$ cat config.mk
export PLATFORM = sky130hd
export DESIGN_NAME = array_mult_seq
export DESIGN_NICKNAME = d
export VERILOG_FILES = /design/src/rtl/mult_pkg.sv /design/src/rtl/array_mult_seq.sv
export SDC_FILE = /design/constraint.sdc
export NUM_CORES = 1
export LEC_CHECK = 0
export BUFFER_PORTS_ARGS = -buffer_cell sky130_fd_sc_hd__clkbuf_2
export CAP_MARGIN = 20
export CORE_UTILIZATION = 48
export CTS_CLUSTER_SIZE = 10
export DETAILED_ROUTE_END_ITERATION = 12
export PLACE_DENSITY = 0.83
export SLEW_MARGIN = 20
export SYNTH_ARGS = -nofsm -noshare
export SYNTH_HDL_FRONTEND = slang
export SYNTH_SLANG_ARGS = --single-unit
$ cat constraint.sdc
create_clock -name clk -period 2.35 [get_ports clk]
set_input_delay 0.1175 -clock clk [delete_from_list [all_inputs] [get_ports clk]]
set_output_delay 0.1175 -clock clk [all_outputs]
set_load 0.02 [all_outputs]
$ cat src/rtl/mult_pkg.sv
// mult_pkg: shared widths and FSM state type for the sequential array-multiplier wrapper.
// Contents: OPND_W (operand width), PROD_W (product width), ACC_W (result/accumulator width), state_t.
package mult_pkg;
    localparam int OPND_W = 4;
    localparam int PROD_W = 8;
    localparam int ACC_W  = 12;
    typedef enum logic [1:0] {IDLE, CALC, DONE} state_t;
endpackage

$ cat src/rtl/array_mult_seq.sv
// array_mult_seq: handshaked sequencer that feeds an external array multiplier and registers its product.
// Ports: clk, rst_n (async active-low); in_valid/in_ready/in_m/in_q operand handshake;
// mult_m/mult_q/mult_p external multiplier link; out_valid/out_ready/out_p result handshake;
// acc_clr/acc_ovf accumulator control and sticky overflow; result_cnt completed handshakes.
// Define ARRAY_MULT_SEQ_ACC_EN to make out_p a running 12-bit sum of products.
module array_mult_seq
    import mult_pkg::*;
#(
    parameter int CNT_W = 8
)
(
    input  logic              clk,
    input  logic              rst_n,
    input  logic              in_valid,
    output logic              in_ready,
    input  logic [OPND_W-1:0] in_m,
    input  logic [OPND_W-1:0] in_q,
    output logic [OPND_W-1:0] mult_m,
    output logic [OPND_W-1:0] mult_q,
    input  logic [PROD_W-1:0] mult_p,
    output logic              out_valid,
    input  logic              out_ready,
    output logic [ACC_W-1:0]  out_p,
    input  logic              acc_clr,
    output logic              acc_ovf,
    output logic [CNT_W-1:0]  result_cnt
);
    state_t            state_q;
    logic [OPND_W-1:0] mult_m_q, mult_q_q;
    logic [ACC_W-1:0]  out_p_q, res_d;
    logic              out_valid_q, acc_ovf_q, ovf_d;
    logic [CNT_W-1:0]  cnt_q;
    logic              accept, hs;

    // DONE may take new operands in the same cycle its result leaves
    assign in_ready = state_q == IDLE || (state_q == DONE && out_ready);
    assign accept   = in_valid && in_ready;
    assign hs       = out_valid_q && out_ready;

`ifdef ARRAY_MULT_SEQ_ACC_EN
    logic [ACC_W-1:0] acc_q, acc_base;
    logic [ACC_W:0]   sum;
    // clear takes effect before a coincident add
    assign acc_base = acc_clr ? '0 : acc_q;
    assign sum      = {1'b0, acc_base} + {{(ACC_W+1-PROD_W){1'b0}}, mult_p};
    assign res_d    = sum[ACC_W-1:0];
    assign ovf_d    = (!acc_clr && acc_ovf_q) || (state_q == CALC && sum[ACC_W]);

    always_ff @(posedge clk or negedge rst_n) begin
        if (!rst_n) begin
            acc_q <= '0;
        end else if (state_q == CALC) begin
            acc_q <= res_d;
        end else if (acc_clr) begin
            acc_q <= '0;
        end
    end
`else
    logic unused_acc_clr;
    assign unused_acc_clr = acc_clr;
    assign res_d          = {{(ACC_W-PROD_W){1'b0}}, mult_p};
    assign ovf_d          = 1'b0;
`endif

    always_ff @(posedge clk or negedge rst_n) begin
        if (!rst_n) begin
            state_q     <= IDLE;
            mult_m_q    <= '0;
            mult_q_q    <= '0;
            out_p_q     <= '0;
            out_valid_q <= 1'b0;
            acc_ovf_q   <= 1'b0;
            cnt_q       <= '0;
        end else begin
            acc_ovf_q <= ovf_d;
            if (hs) cnt_q <= cnt_q + 1'b1;
            if (accept) begin
                mult_m_q <= in_m;
                mult_q_q <= in_q;
            end
            case (state_q)
                IDLE: if (accept) state_q <= CALC;
                CALC: begin
                    out_p_q     <= res_d;
                    out_valid_q <= 1'b1;
                    state_q     <= DONE;
                end
                DONE: if (out_ready) begin
                    out_valid_q <= 1'b0;
                    state_q     <= in_valid ? CALC : IDLE;
                end
                default: state_q <= IDLE;
            endcase
        end
    end

    assign mult_m     = mult_m_q;
    assign mult_q     = mult_q_q;
    assign out_p      = out_p_q;
    assign out_valid  = out_valid_q;
    assign acc_ovf    = acc_ovf_q;
    assign result_cnt = cnt_q;
endmodule
==> flow_metrics.env, run 1 <==
export IMPL_routed_wl_um=2020
export IMPL_drive_gt1_frac=0.523
export IMPL_grt_max_degree=28
export IMPL_synth_edf_count=0
export IMPL_antenna_found_initial=0
export IMPL_yosys_cell_count_top_type="dfrtp_1"
export IMPL_grt_pass1_vias=769
export IMPL_io_buffers=45
export IMPL_critical_path_class="register to register"
export IMPL_p_leak_nw=0.725
export IMPL_syn_inst=82
export IMPL_clock_latency_ns=0.32
export IMPL_nets=155
export IMPL_stdcell_area_um2=1400
export IMPL_worstRegToRegCells=3
export IMPL_drtIter0Drc=4
export IMPL_synth_commonest_cells="dfrtp_1, mux2_2, nand2_1"
export IMPL_syn2layout_area_growth_pct=25.5
export IMPL_cp_arrival_ns=1.90
export IMPL_fmax_ghz=0.599
export IMPL_worst_pin_slew_ns=0.665
export IMPL_yosysWarnings=0
export IMPL_setup_violations=0
export IMPL_cts_root_buf="clkbuf_4"
export IMPL_fp_dieH_um=50.2
export IMPL_synth_avg_cell_area_um2=13.6
export IMPL_p_per_area_nw_per_um2=1110
export IMPL_track_usage=0.186
export IMPL_first_pass_iters=4
export IMPL_ant_nets=0
export IMPL_synth_top_cell_by_area="dfrtp_1"
export IMPL_critical_path_top_delay_family="simple AND/OR/NAND/NOR gates"
export IMPL_synth_main_ff_cell="dfrtp_1"
export IMPL_rows=17
export IMPL_hold_path_class="input port to register"
export IMPL_clock_sinks=27
export IMPL_cts_buffer_depth=2
export IMPL_vias_per_cell=4.86
export IMPL_dpl_instance_area_um2=1340
export IMPL_htree_levels=1
export IMPL_slew_viol_final=0
export IMPL_whs_endpoint="out_p[2]"
export IMPL_core_um2=2190
export IMPL_die_w_um=50.2
export IMPL_r2r_slack_ns=0.68
export IMPL_worstHoldStart="mult_p[2]"
export IMPL_gp_congestion=0.680
export IMPL_final_hold_violation_count=0
export IMPL_r2r_start="state_q[1]"
export IMPL_yosys_cell_types_count=19
export IMPL_antenna_cells=0
export IMPL_synth_seq_area_share=0.606
export IMPL_end_kind="register"
export IMPL_p_total_mw=1.55
export IMPL_post_drt_wl_per_cell_um=12.6
export IMPL_fin_crit_ns=1.67
export IMPL_vias=778
export IMPL_numCtsBuffers=3
export IMPL_crit_path_top_delay_cell="nor3b_2"
export IMPL_path_cells="nor2b_4, nor3b_2, mux2_2"
export IMPL_outcome="finished, final reports clean"
export IMPL_min_path_cells=2
export IMPL_rsz0062_at_grt="no"
export IMPL_clk_pin_slew_ns=0.14
export IMPL_drc=0
export IMPL_synth_area_leaders="dfrtp_1, mux2_2, xor2_1, buf_4, nand2_1"
export IMPL_netlist_area_um2=1110
export IMPL_dpl_hpwl_um=1610
export IMPL_postCtsHoldBufs=2
export IMPL_tns_ns=0
export IMPL_ioPinCount=52
export IMPL_start_util=0.509
export IMPL_start_kind="register"
export IMPL_required_ns=2.58
export IMPL_critPathMaxFanout=9
export IMPL_die_area_um2=2520
export IMPL_synth_async_reset_ratio=1.00
export IMPL_peakVddDrop_mv=0.597
export IMPL_cpPeakStageDelay_ns=0.56
export IMPL_post_cts_buffers=0
export IMPL_slew_headroom=0.554
export IMPL_yosysTopAreaCellShare=0.606
export IMPL_grt_pass1_wl_um=3360
export IMPL_fin_skew_ns=0.00576
export IMPL_cts_resized=0
export IMPL_ys_ff_latch=27
export IMPL_path_buf_inv=0
export IMPL_r2r_end="mult_m[0]"
export IMPL_cts_tree="built"
export IMPL_finalCritPeriodShare=0.711
export IMPL_grt_overflow_total=0
export IMPL_max_cap_violations=0
## kinds of logic (layout without fill, tap and decap cells)
| kind of cell | after synthesis | after routing | share of synthesized area |
|---|---|---|---|
| flip-flops | 27 | 27 | 0.606 |
| buffers and inverters | 8 | 54 | 0.0505 |
| AND/OR/NAND/NOR | 18 | 18 | 0.0864 |
| multiplexers | 17 | 17 | 0.172 |
| AO/OA/AOI/OAI | 3 | 3 | 0.0157 |
| XOR/XNOR | 7 | 7 | 0.0550 |
| adder cells (fa/ha/maj) | 1 | 1 | 0.0112 |
| other | 1 | 5 | 0.00336 |
## how the worst max path moves through the flow
stage | slack (ns) | from | endpoint | cells after the start
final | 0.68 | state_q[1] | mult_m[0] | 3
after detailed placement | 0.67 | state_q[1] | mult_q[0] | 3
after global placement | 0.76 | state_q[1] | mult_q[2] | 3
after CTS | 0.65 | state_q[1] | mult_q[0] | 3
after floorplan | 1.07 | state_q[1] | mult_m[0] | 4
after global routing | 0.53 | state_q[1] | mult_q[0] | 3
## layer usage
metal	share of wire	vias up	GRT usage
met5	0	-	0
met1	0.36	378	0.187
met3	0.047	5	0.0364
li1	-	364	-
met2	0.57	31	0.351
met4	0.020	0	0.100
## metrics by stage
step / utilization / hold slack (ns) / setup WS, ns / instances
finish: 0.638 / 0.0154 / 0.680 / 160
detailed placement: 0.612 / 0.173 / 0.668 / 153
global placement: 0.612 / 0.160 / 0.764 / 153
floorplan: - / -0.178 / 1.07 / 86
global route: 0.638 / 0.00439 / 0.525 / 160
CTS: 0.634 / 0.00358 / 0.650 / 159
## sequential cells by signal, summed over array words and instances, names as in the netlist
signal	flops
mult_m	4
out_valid	1
state_q	2
result_cnt	8
mult_q	4
out_p	8
## cell usage in the layout (no fill, tap or decap)
master          n
nand3_1         2
dfrtp_1        27
xnor2_1         2
nand4_1         1
nor3_1          2
clkinv_2        1
nor3b_2         1
clkbuf_4        3
nor2b_4         1
dlygate4sd3_1   3
inv_1           2
nor2_2          1
a21oi_1         2
a21o_1          1
nor2_1          4
ha_1            1
nand2_1         6
xor2_1          5
mux2_2         17
clkbuf_2       45
conb_1          5
## worst register-to-register path, cell delays in order (launching register included)
cell     delay, ns
dfrtp_1       0.45
nor2b_4       0.16
nor3b_2       0.56
mux2_2        0.41
## power breakdown
group          internal (mW)  switching (mW)
sequential             0.618           0.129
clock                 0.0639           0.130
combinational          0.256           0.357
## cell type report
type	instances	area (µm²)
inverter	2	7.51
sequential	27	676
fill	183	792
clock buffer	3	22.5
tap	28	35.0
multi-input combinational	51	398
timing repair buffer	48	255
clock inverter	1	5.00
No activity file was read; power rests on OpenSTA's default activity.
==> inputs of run 2 (changes only) <==
CORE_UTILIZATION = 40   (was 48)
PLACE_DENSITY = 0.74   (was 0.83)
clock period = 1.35 ns   (was 2.35 ns; I/O delays follow)
==> run 2 against run 1 <==
Utilization fell by 2.3 points. Cell area is 12% higher. Register-to-register slack got worse by 0.65 ns. Final cell count is 12% higher. First-iteration DRC count is the same. Count of clock-buffer cells in the layout grew 1.
==> flow_metrics.env, run 2 (synthesis results as in run 1) <==
export IMPL_critical_path_class="register to register"
export IMPL_setup_violations=0
export IMPL_clk_pin_slew_ns=0.13
export IMPL_dpl_hpwl_um=1510
export IMPL_post_drt_wl_per_cell_um=12.4
export IMPL_cts_root_buf="clkbuf_4"
export IMPL_antenna_cells=0
export IMPL_peakVddDrop_mv=1.08
export IMPL_start_util=0.438
export IMPL_grt_max_degree=28
export IMPL_fin_skew_ns=0.00147
export IMPL_worst_pin_slew_ns=0.655
export IMPL_slew_viol_final=0
export IMPL_p_leak_nw=0.797
export IMPL_htree_levels=1
export IMPL_required_ns=1.56
export IMPL_antenna_found_initial=0
export IMPL_rows=18
export IMPL_grt_pass1_wl_um=3770
export IMPL_vias_per_cell=4.64
export IMPL_clock_sinks=27
export IMPL_nets=172
export IMPL_ant_nets=0
export IMPL_numCtsBuffers=3
export IMPL_outcome="finished, final reports clean"
export IMPL_post_cts_buffers=0
export IMPL_final_hold_violation_count=0
export IMPL_combPwrFrac=0.413
export IMPL_critPathMaxFanout=9
export IMPL_swShare=0.391
export IMPL_finalCritPeriodShare=0.975
export IMPL_routed_wl_um=2210
export IMPL_seqPwrFrac=0.468
export IMPL_rsz0062_at_grt="yes"
export IMPL_tns_ns=0
export IMPL_grt_overflow_total=0
export IMPL_mostFrequentLayoutCells="clkbuf_2, dfrtp_1, mux2_2, dlygate4sd3_1, nand2_1"
export IMPL_cts_tree="built"
export IMPL_vias=830
export IMPL_clkPwrFrac=0.119
export IMPL_track_usage=0.184
export IMPL_grt_pass1_vias=826
export IMPL_die_w_um=54.8
export IMPL_cp_arrival_ns=1.53
export IMPL_pre_cts_ws_ns=0.0379
export IMPL_p_int_mw=1.69
export IMPL_end_kind="register"
export IMPL_fmax_ghz=0.760
export IMPL_hold_path_class="input port to register"
export IMPL_switchingPower_mw=1.08
export IMPL_cts_buffer_depth=2
export IMPL_drive_gt1_frac=0.477
export IMPL_slew_headroom=0.563
export IMPL_drc=0
export IMPL_io_buffers=45
export IMPL_core_um2=2540
export IMPL_start_kind="register"
export IMPL_final_common_cell="clkbuf_2"
export IMPL_syn2layout_area_growth_pct=40.5
export IMPL_first_pass_iters=3
export IMPL_worst_slack_ns=0.0339
export IMPL_gp_congestion=0.668
export IMPL_p_per_area_nw_per_um2=1770
export IMPL_drtIter0Drc=4
export IMPL_fin_crit_ns=1.32
export IMPL_fp_dieH_um=54.8
export IMPL_clock_latency_ns=0.31
export IMPL_max_cap_violations=0
export IMPL_ioPinCount=52
export IMPL_die_area_um2=3000
-- run 2: cell types whose count changed in the layout (fill, tap and decap cells not counted), sizes merged --
cell	change
dlygate4sd3	+14
buf	+3
clkbuf	+1
clkinv	-1
-- run 2: final timing paths --
kind,cells past startpoint,to,slack [ns],from
min in group asynchronous,2,mult_m[0],0.30,rst_n
max in group asynchronous,2,result_cnt[7],0.63,rst_n
max reg2reg,4,mult_m[2],0.03,state_q[1]
max,4,mult_m[2],0.03,state_q[1]
min,3,result_cnt[0],0.10,out_ready
min reg2reg,1,result_cnt[7],0.48,result_cnt[7]
-- run 2: routing by layer --
metal	GRT usage	wire, µm
met1	0.198	852
met2	0.333	1200
met3	0.0639	128
met4	0.0556	30
met5	0	0
-- run 2: metrics by stage --
step / cell area (µm²) / hold slack [ns] / util / total power, mW / instances
floorplan: 1130 / -0.228 / - / 2.01 / 86
global placement: 1370 / 0.115 / 0.537 / 2.37 / 158
detailed placement: 1370 / 0.125 / 0.537 / 2.43 / 158
CTS: 1560 / 0.0998 / 0.614 / 2.80 / 179
global route: 1570 / 0.0995 / 0.616 / 3.00 / 179
finish: 1570 / 0.104 / 0.616 / 2.77 / 179
-- run 2: repair_timing --
| item | CTS | global route |
|---|---|---|
| resized for setup | 0 | 1 |
| setup endpoints to repair | 0 | 8 |
| endpoints found under the hold margin | 43 | 0 |
| hold buffers | 17 | 0 |
-- run 2: layout make-up --
type                       count  area (µm²)
timing repair buffer          65         422
multi-input combinational     51         398
fill                         210         978
inverter                       2        7.51
sequential                    27         676
tap                           30        37.5
clock buffer                   4        26.3
-- run 2: power by group through the flow --
| stage | Clock (mW) | Combinational, mW | Sequential [mW] |
|---|---|---|---|
| floorplan | 0 | 0.404 | 1.60 |
| global placement | 0 | 1.08 | 1.29 |
| detailed placement | 0 | 1.12 | 1.31 |
| CTS | 0.346 | 1.15 | 1.30 |
| global route | 0.399 | 1.25 | 1.35 |
| finish | 0.328 | 1.14 | 1.30 |
-- run 2: worst max-delay path, cell delays in order (launching register included) --
cell,delay (ns)
dfrtp_1,0.40
nor2b_4,0.14
nor3b_2,0.17
buf_6,0.16
mux2_2,0.34
==> inputs of run 3 (changes only) <==
PLACE_DENSITY = default   (was 0.74)
PLACE_DENSITY_LB_ADDON = 0.15   (was default)
==> run 3 against run 2 <==
Clock skew up 0.0049 ns. Highest routed layer unchanged. Routed wire length fell by 2.1%. Die area stayed put. Critical endpoint is now mult_m[0]. Global-route usage down 2.5 points. Critical path type unchanged.
==> flow_metrics.env, run 3 (synthesis results as in run 1) <==
export IMPL_crit_start="state_q[1]"
export IMPL_switchingPower_mw=1.09
export IMPL_start_util=0.438
export IMPL_outcome="finished, final reports clean"
export IMPL_worstHoldStart="out_ready"
export IMPL_setup_violations=0
export IMPL_clock_latency_ns=0.33
export IMPL_start_kind="register"
export IMPL_grt_pass1_vias=796
export IMPL_cts_root_buf="clkbuf_4"
export IMPL_post_drt_wl_per_cell_um=12.0
export IMPL_rows=18
export IMPL_gp_congestion=0.600
export IMPL_fmax_ghz=0.763
export IMPL_cts_tree="built"
export IMPL_p_int_mw=1.69
export IMPL_max_cap_violations=0
export IMPL_clk_pin_slew_ns=0.14
export IMPL_nets=173
export IMPL_mostFrequentLayoutCells="clkbuf_2, dfrtp_1, mux2_2, dlygate4sd3_1, nand2_1"
export IMPL_grt_max_degree=28
export IMPL_num_fill_cells=216
export IMPL_ioPinCount=52
export IMPL_drc=0
export IMPL_critical_path_class="register to register"
export IMPL_seqPwrFrac=0.465
export IMPL_slew_headroom=0.566
export IMPL_path_cells="nor2b_4, nor3b_2, buf_6, mux2_2"
export IMPL_fin_crit_ns=1.31
export IMPL_required_ns=1.58
export IMPL_rsz0062_at_grt="yes"
export IMPL_io_buffers=45
export IMPL_clock_sinks=27
export IMPL_cts_buffer_depth=2
export IMPL_drive_gt1_frac=0.480
export IMPL_htree_levels=1
export IMPL_ant_nets=0
export IMPL_crit_path_top_delay_cell="dfrtp_1"
export IMPL_stdcell_area_um2=1570
export IMPL_vias=850
export IMPL_final_hold_violation_count=0
export IMPL_peakVddDrop_mv=1.32
export IMPL_p_leak_nw=0.802
export IMPL_die_w_um=54.8
export IMPL_drtIter0Drc=11
export IMPL_finalCritPeriodShare=0.971
export IMPL_track_usage=0.159
export IMPL_dp_cells=159
export IMPL_core_um2=2540
export IMPL_clkPwrFrac=0.126
export IMPL_end_kind="register"
export IMPL_slew_viol_final=0
export IMPL_stdcell_count=180
export IMPL_antenna_cells=0
export IMPL_syn2layout_area_growth_pct=41.2
export IMPL_fp_dieH_um=54.8
export IMPL_p_per_area_nw_per_um2=1770
export IMPL_cp_arrival_ns=1.54
export IMPL_r2r_start="state_q[1]"
export IMPL_grt_pass1_wl_um=3340
export IMPL_fin_skew_ns=0.00635
export IMPL_hold_path_class="input port to register"
export IMPL_pre_cts_ws_ns=0.0384
export IMPL_numCtsBuffers=3
export IMPL_swShare=0.391
export IMPL_dpl_instance_area_um2=1370
export IMPL_worst_slack_ns=0.0397
export IMPL_worst_pin_slew_ns=0.651
export IMPL_antenna_found_initial=0
export IMPL_cpPeakStageDelay_ns=0.40
export IMPL_first_pass_iters=3
export IMPL_final_core_util=0.618
export IMPL_grt_overflow_total=0
export IMPL_combPwrFrac=0.409
export IMPL_routed_wl_um=2170
export IMPL_dpl_hpwl_um=1440
export IMPL_final_common_cell="clkbuf_2"
export IMPL_die_area_um2=3000
export IMPL_vias_per_cell=4.72
export IMPL_critPathMaxFanout=9
run 3: changes by cell type in the layout (fill, tap and decap cells not counted):
cell,delta
buf_4,+1
run 3: cell type report:
cell class / instances / area, µm² / area share
Sequential cell: 27 / 676 / 0.429
Timing Repair Buffer: 66 / 429 / 0.273
Inverter: 2 / 7.51 / 0.00477
Clock buffer: 4 / 26.3 / 0.0167
Multi-Input combinational cell: 51 / 398 / 0.253
Tap cell: 30 / 37.5 / 0.0238
run 3: timing repair:
action,CTS,global route
endpoints found under the hold margin,43,0
setup endpoints to repair,0,8
hold buffers,17,0
gates resized for setup,0,1
setup buffers,0,0
run 3: path summary, 6_finish.rpt:
path | slack [ns] | end | cells after the start
max in group asynchronous | 0.65 | state_q[1] | 2
min reg2reg | 0.47 | result_cnt[7] | 1
min | 0.09 | result_cnt[0] | 3
max | 0.04 | mult_m[0] | 4
min in group asynchronous | 0.28 | result_cnt[7] | 2
max reg2reg | 0.04 | mult_m[0] | 4
run 3: layer usage:
layer  vias up  track usage  part of all wire  routed length, µm
li1        401            -                 -                  -
met1       417        0.169              0.37                811
met2        28        0.301              0.56               1210
met3         4       0.0306             0.053                114
met4         0       0.0641             0.013                 29
met5         -            0                 0                  0
run 3: worst max-delay path, delay by kind of cell, from the launching register on:
family                 cells  cell delay [ns]
muxes                      1             0.34
buffers and inverters      1             0.16
and+or+nand+nor            2             0.31
DFF                        1             0.40
run 3: power by group through the flow:
stage | logic (mW) | clock network, mW | registers [mW]
3_5_place_dp | 1.11 | 0 | 1.31
6_report | 1.14 | 0.349 | 1.29
2_1_floorplan | 0.404 | 0 | 1.60
4_1_cts | 1.15 | 0.363 | 1.29
3_3_place_gp | 1.08 | 0 | 1.29
5_1_grt | 1.24 | 0.386 | 1.33
run 3: stage by stage:
stage                     power [mW]  hold WS [ns]  TNS (ns)
after floorplan                 2.01        -0.228         0
after global placement          2.38         0.125         0
after detailed placement        2.41         0.135         0
after CTS                       2.80        0.0937         0
after global routing            2.96         0.101    -0.108
final                           2.78        0.0917         0
